--- config.mk ---
export PLATFORM = sky130hd
export DESIGN_NAME = decode_flow_ctrl_flat
export DESIGN_NICKNAME = d
export VERILOG_FILES = /design/src/rtl/decode_flow_ctrl_pkg.sv /design/src/rtl/decode_flow_ctrl_if.sv /design/src/rtl/decode_lane_grant.sv /design/src/rtl/decode_flow_ctrl.sv /design/src/flat_wrapper.sv
export SDC_FILE = /design/constraint.sdc
export NUM_CORES = 1
export LEC_CHECK = 0
export ABC_AREA = 0
export ABC_CLOCK_PERIOD_IN_PS = 3350
export BUFFER_PORTS_ARGS = -buffer_cell sky130_fd_sc_hd__buf_4
export CORE_MARGIN = 8
export CORE_UTILIZATION = 30
export CTS_CLUSTER_SIZE = 8
export DETAILED_ROUTE_END_ITERATION = 10
export GPL_TIMING_DRIVEN = 0
export PLACE_DENSITY = 0.51
export SYNTH_ARGS = -nofsm -noshare
export SYNTH_HDL_FRONTEND = slang
export SYNTH_HIERARCHICAL = 1
export SYNTH_SLANG_ARGS = --single-unit
--- constraint.sdc ---
create_clock -name clk -period 3.35 [get_ports clk]
set_input_delay 0 -clock clk [delete_from_list [all_inputs] [get_ports clk]]
set_output_delay 0 -clock clk [all_outputs]
set_load 0.03 [all_outputs]
--- src/rtl/decode_flow_ctrl_pkg.sv ---
// Shared definitions for the decode-stage flow controller: lane count,
// sequencing states and the stall-counter helper.
package decode_flow_ctrl_pkg;

    localparam int DECODE_WIDTH = 4;
    localparam int STALL_W      = 32;

    typedef enum logic [1:0] {
        RUN     = 2'd0,
        FLUSH   = 2'd1,
        RECOVER = 2'd2
    } decode_flow_ctrl_state_t;

    // Saturating increment: the CSR event counter must never wrap to zero.
    function automatic logic [STALL_W-1:0] sat_inc(input logic [STALL_W-1:0] value);
        return (value == '1) ? value : value + STALL_W'(1);
    endfunction

endpackage

--- src/rtl/decode_flow_ctrl_if.sv ---
// Fetch->decode pop side and decode->rename push side of the decode stage,
// bundled so the controller and the FIFOs share one port list.
interface decode_flow_ctrl_if
    import decode_flow_ctrl_pkg::*;
#(
    parameter int WIDTH  = DECODE_WIDTH,
    parameter int FREE_W = 4
);

    logic [WIDTH-1:0]  fd_valid;
    logic [FREE_W-1:0] dr_free_count;
    logic [WIDTH-1:0]  fd_pop_valid;
    logic              fd_pop;
    logic [WIDTH-1:0]  dr_push_valid;
    logic              dr_push;

    // The FIFO side drives lane status and consumes the masks.
    modport master (
        output fd_valid,
        output dr_free_count,
        input  fd_pop_valid,
        input  fd_pop,
        input  dr_push_valid,
        input  dr_push
    );

    modport slave (
        input  fd_valid,
        input  dr_free_count,
        output fd_pop_valid,
        output fd_pop,
        output dr_push_valid,
        output dr_push
    );

endinterface

--- src/rtl/decode_lane_grant.sv ---
// Grants the longest in-order run of valid lanes that fits in the downstream
// FIFO; purely combinational so it can sit in front of any lane handshake.
module decode_lane_grant #(
    parameter int WIDTH  = 4,
    parameter int FREE_W = 4
) (
    input  logic              enable,
    input  logic [WIDTH-1:0]  valid,
    input  logic [FREE_W-1:0] free_count,
    output logic [WIDTH-1:0]  grant_mask,
    output logic              full_add
);

    localparam int CNT_W = $clog2(WIDTH + 1);
    localparam int CMP_W = (CNT_W > FREE_W) ? CNT_W : FREE_W;

    logic [CMP_W-1:0] n_avail;
    logic [CMP_W-1:0] free_ext;
    logic             prefix_ok;

    assign free_ext = CMP_W'(free_count);

    // NOTE: every signal written here gets a default first, so no path leaves
    // a value unassigned and no latch is inferred. Blocking '=' is correct in
    // combinational logic: later loop iterations must see the updated prefix.
    always_comb begin
        n_avail    = '0;
        grant_mask = '0;
        prefix_ok  = 1'b1;
        for (int i = 0; i < WIDTH; i++) begin
            prefix_ok = prefix_ok & valid[i];
            if (prefix_ok) begin
                n_avail       = n_avail + CMP_W'(1);
                grant_mask[i] = enable && (CMP_W'(i) < free_ext);
            end
        end
    end

    // Back-pressure event: some in-order lane was ready but had no slot.
    assign full_add = enable && (n_avail > free_ext);

endmodule

--- src/rtl/decode_flow_ctrl.sv ---
// Decode-stage sequencer: lane grant, decode->rename flush and post-flush
// recovery, idle feedback and the saturating full-stall counter.
module decode_flow_ctrl
    import decode_flow_ctrl_pkg::*;
#(
    parameter int WIDTH          = DECODE_WIDTH,
    parameter int FREE_W         = 4,
    parameter int RECOVER_CYCLES = 1
) (
    input  logic                 clk,
    input  logic                 rst,
    decode_flow_ctrl_if.slave    fd_dr,
    input  logic                 commit_flush,
    input  logic                 stall_count_clear,
    output logic                 dr_flush,
    output logic                 idle,
    output logic                 full_add,
    output logic [STALL_W-1:0]   stall_count
);

    localparam int RC_W = $clog2(RECOVER_CYCLES + 1);

    localparam logic [1:0] S_RUN     = RUN;
    localparam logic [1:0] S_FLUSH   = FLUSH;
    localparam logic [1:0] S_RECOVER = RECOVER;

    logic [1:0]         state_q, state_d;
    logic [RC_W-1:0]    rc_q, rc_d;
    logic               dr_flush_q;
    logic [STALL_W-1:0] stall_q;
    logic               run_en;
    logic [WIDTH-1:0]   grant_mask;

    // A flush seen this cycle kills the grant: the lanes it would move are
    // younger than the flushing instruction.
    assign run_en = rst && (state_q == S_RUN) && !commit_flush;

    decode_lane_grant #(
        .WIDTH  (WIDTH),
        .FREE_W (FREE_W)
    ) u_lane_grant (
        .enable     (run_en),
        .valid      (fd_dr.fd_valid),
        .free_count (fd_dr.dr_free_count),
        .grant_mask (grant_mask),
        .full_add   (full_add)
    );

    assign fd_dr.fd_pop_valid  = grant_mask;
    assign fd_dr.dr_push_valid = grant_mask;
    assign fd_dr.fd_pop        = |grant_mask;
    assign fd_dr.dr_push       = |grant_mask;

    assign idle        = rst && (state_q == S_RUN) && (fd_dr.fd_valid == '0);
    assign dr_flush    = dr_flush_q;
    assign stall_count = stall_q;

    always_comb begin
        state_d = state_q;
        rc_d    = rc_q;
        case (state_q)
            S_RUN: begin
                state_d = S_RUN;
            end
            S_FLUSH: begin
                state_d = S_RECOVER;
                rc_d    = RC_W'(RECOVER_CYCLES);
            end
            S_RECOVER: begin
                rc_d = rc_q - RC_W'(1);
                if (rc_q == RC_W'(1)) begin
                    state_d = S_RUN;
                end
            end
            default: begin
                state_d = S_RUN;
                rc_d    = '0;
            end
        endcase
        // A new flush restarts the whole sequence from any state.
        if (commit_flush) begin
            state_d = S_FLUSH;
            rc_d    = '0;
        end
    end

    // NOTE: sequential state uses non-blocking '<=' so every flop samples the
    // pre-edge values, independent of statement order.
    always_ff @(posedge clk or negedge rst) begin
        if (!rst) begin
            state_q    <= S_RUN;
            rc_q       <= '0;
            dr_flush_q <= 1'b0;
            stall_q    <= '0;
        end else begin
            state_q    <= state_d;
            rc_q       <= rc_d;
            dr_flush_q <= commit_flush;
            if (stall_count_clear) begin
                stall_q <= '0;
            end else if (full_add) begin
                stall_q <= sat_inc(stall_q);
            end
        end
    end

endmodule

--- src/flat_wrapper.sv ---
// flat-port wrapper written by rule: the top's interface ports become plain ports
module decode_flow_ctrl_flat import decode_flow_ctrl_pkg::*;
#(
    parameter int WIDTH          = DECODE_WIDTH,
    parameter int FREE_W         = 4,
    parameter int RECOVER_CYCLES = 1
)
  (clk, rst, commit_flush, stall_count_clear, dr_flush, idle, full_add, stall_count, fd_dr_fd_valid, fd_dr_dr_free_count, fd_dr_fd_pop_valid, fd_dr_fd_pop, fd_dr_dr_push_valid, fd_dr_dr_push);
  decode_flow_ctrl_if #(.WIDTH(WIDTH), .FREE_W(FREE_W)) fd_dr_i ();
  input  logic clk;
  input  logic rst;
  input  logic commit_flush;
  input  logic stall_count_clear;
  output logic dr_flush;
  output logic idle;
  output logic full_add;
  output logic [STALL_W-1:0] stall_count;
  input wire logic [$bits(fd_dr_i.fd_valid)-1:0] fd_dr_fd_valid;
  input wire logic [$bits(fd_dr_i.dr_free_count)-1:0] fd_dr_dr_free_count;
  output wire logic [$bits(fd_dr_i.fd_pop_valid)-1:0] fd_dr_fd_pop_valid;
  output wire logic [$bits(fd_dr_i.fd_pop)-1:0] fd_dr_fd_pop;
  output wire logic [$bits(fd_dr_i.dr_push_valid)-1:0] fd_dr_dr_push_valid;
  output wire logic [$bits(fd_dr_i.dr_push)-1:0] fd_dr_dr_push;
  assign fd_dr_i.fd_valid = fd_dr_fd_valid;
  assign fd_dr_i.dr_free_count = fd_dr_dr_free_count;
  assign fd_dr_fd_pop_valid = fd_dr_i.fd_pop_valid;
  assign fd_dr_fd_pop = fd_dr_i.fd_pop;
  assign fd_dr_dr_push_valid = fd_dr_i.dr_push_valid;
  assign fd_dr_dr_push = fd_dr_i.dr_push;
  decode_flow_ctrl #(.WIDTH(WIDTH), .FREE_W(FREE_W), .RECOVER_CYCLES(RECOVER_CYCLES)) u_core (.clk(clk), .rst(rst), .fd_dr(fd_dr_i), .commit_flush(commit_flush), .stall_count_clear(stall_count_clear), .dr_flush(dr_flush), .idle(idle), .full_add(full_add), .stall_count(stall_count));
endmodule
==> flow_summary.ini <==
[route]
wl_per_cell_um = 14.95
firstDrtPassIters = 4
viasPerCell = 5.086
vias = 2192
m1WireLength_mm = 3.091
wl_mm = 6.445
final_antenna_net_count = 0
drc = 0
drt-initial-drc-count = 97
met3_length_um = 330
dr_wl_met2_mm = 2.942
dr.max_layer_used = met4

[floorplan]
dieArea_mm2 = 0.01073
start_util_pct = 30.41
die_x_um = 103.6
pin_count = 57
die_h_um = 103.6
rows = 32
core_area_mm2 = 0.007567

[logic_synthesis]
syn_nets = 285
synth_area_leaders = dfrtp_1, a21oi_1, ha_1, nor2_1, nand2_1
ys_seq_elements = 36
syn_area_mm2 = 0.002301
synth.most_common_cell = dfrtp_1
synth_common_cells = dfrtp_1, nor2_1, a21oi_1
synth.avg_cell_area_um2 = 8.716
ys_warn_count = 6
synth_top_area_share_pct = 39.15
synth-edff-count = 0
ys_seq_area_share_pct = 39.15
synth_ff_type = dfrtp_1
ys_types = 45
async_flop_share_pct = 100.0
synth_top_area_cell = dfrtp_1
syn_inst = 264

[pwr]
p_total_w = 0.0008469
clockPowerShare_pct = 38.2
p_sw_w = 0.0002097
seq_power_share_pct = 52.0
comb_power_share_pct = 9.8
sw_frac_of_total_pct = 24.76
power_density_mw_per_mm2 = 286.2
irDropWorstVdd_mv = 0.1149
p_int_w = 0.0006372
leakagePower_nw = 1.288

[sta]
fin_skew_ns = 0.003246
fmax_mhz = 327.7
period_minus_slack_ns = 3.052
finalSetupTns_ns = 0
worst_pin_slew_ns = 0.9800
fin_crit_sh_pct = 91.10
timing.hold.ws_ns = 0.1733
finalHoldViolCount = 0
fin_ws_ns = 0.2983
slew_viol_final = 0
rsz0062_at_grt = false
slew_headroom_pct = 34.06
setup-violations-final = 0

[min_path]
hold_class = input pin to asynchronous set/reset pin

[clock_tree]
tritoncts = built
cts_max_level = 2
postCtsSetupBuffers = 0
cts_buffer_depth = 2
cts_made_buffers = 5
clk_pin_slew_ns = 0.07
cts_num_sinks = 36
root_buffer = clkbuf_8
insertion_delay_ns = 0.29

[status]
status = complete, no violations

[grt]
grt_max_degree = 38
grt_pass1_vias = 2104
grt_util_all_layers_pct = 11.81
grt_first_pass_wirelength_mm = 10.67
antenna_found_initial = 0
gr-total-overflow = 0

[critical_path]
worst_setup_path_end_kind = register
critical_path_class = register to register
required_ns = 3.56
critPathArrivalTime_ns = 3.26
rr_startpoint = u_core/state_q[0]
r2r_setup_slack_ns = 0.30
reg2regPathDepth = 11
cp-start-kind = register
path_max_fanout = 5
r2r-end = u_core/stall_count[30]

[finish]
drive_above_1_share_pct = 26.44
finalNetCount = 349
synthToLayoutAreaGrowth_pct = 28.60
num_antenna_cells = 0

[place]
dp_slack_ns = 0.02953
gp_congestion = 0.7493
port_buffers = 55
dp.final_hpwl_mm = 4.845

[flow_run]
maxCapViolCount = 0
## layout by cell type (no fill, tap or decap), types with 6 or more instances in the layout
| cell type | count |
|---|---|
| nand4_1 | 9 |
| or3_1 | 12 |
| nand2_1 | 22 |
| o31ai_1 | 7 |
| clkbuf_8 | 6 |
| buf_4 | 59 |
| nand3_1 | 10 |
| or4_1 | 6 |
| clkbuf_1 | 8 |
| nor3_1 | 6 |
| inv_1 | 11 |
| dfrtp_1 | 36 |
| ha_1 | 9 |
| nor2_1 | 26 |
| a21oi_1 | 22 |
| nor2b_1 | 6 |
| nor4_1 | 8 |
| o21ai_0 | 13 |
## registers in the layout, indices dropped and copies added (netlist names)
signal / flops
u_core/dr_flush: 1
u_core/rc_q: 1
u_core/state_q: 2
u_core/stall_count: 32
## per-stage QoR
stage / instance area (um2) / cells / utilization, %
after floorplan: 2301 / 264 / -
after global placement: 2841 / 421 / 37.55
after detailed placement: 2841 / 421 / 37.55
after CTS: 2952 / 431 / 39.00
after global routing: 2959 / 431 / 39.10
final: 2959 / 431 / 39.10
## routing by layer
metal / track usage [%] / vias to the layer above
li1: - / 1095
met1: 15.38 / 1040
met2: 18.79 / 51
met3: 2.912 / 6
met4: 3.463 / 0
met5: 0 / -
## critical path, stage by stage (launching register included)
cell     delay (ns)
dfrtp_1        0.39
inv_1          0.09
ha_1           0.19
nand2_1        0.08
nor2_1         0.29
nand2_1        0.12
a21oi_2        0.27
and4_1         0.30
nand4_1        0.21
or4_4          0.54
or3_1          0.31
a21oi_1        0.15
## logic make-up after synthesis
family          synth area share [%]
other cells                   0.1630
flops                          39.15
fa+ha+maj                      4.894
mux                            3.317
compound gates                 14.68
buf+inv                        5.111
xor+xnor                       2.665
simple gates                   30.02
## power groups by stage
stage	registers, W	clock network, W	logic (W)
finish	0.000440	0.000324	0.0000830
global route	0.000441	0.000352	0.0000948
CTS	0.000440	0.000335	0.0000840
detailed placement	0.000449	0	0.0000819
global placement	0.000449	0	0.0000809
floorplan	0.000450	0	0.0000416
## worst max-delay path by stage
stage                      start                      to  depth (start not counted)
3_5_place_dp   fd_dr_fd_valid[2]  u_core/stall_count[30]                         14
4_1_cts                      rst  u_core/stall_count[30]                         11
3_3_place_gp   fd_dr_fd_valid[2]  u_core/stall_count[30]                         14
2_1_floorplan  fd_dr_fd_valid[2]  u_core/stall_count[30]                         13
5_1_grt        u_core/state_q[1]  u_core/stall_count[20]                         11
6_report       u_core/state_q[0]  u_core/stall_count[30]                         11
## area by class of cell
cell class | count | area, um2
Sequential cell | 36 | 900.9
Inverter | 11 | 41.29
Fill cell | 784 | 4608
Tap cell | 102 | 127.6
Timing Repair Buffer | 57 | 436.7
Buffer | 13 | 76.32
Multi-Input combinational cell | 204 | 1286
Clock buffer | 8 | 90.09
## timing repair
| action | CTS | global route |
|---|---|---|
| hold buffers | 2 | 0 |
| resized for setup | 0 | 2 |
| setup endpoints to repair | 0 | 12 |
| hold endpoints to repair | 40 | 0 |
Note: power is estimated with default switching activity, not from simulation.
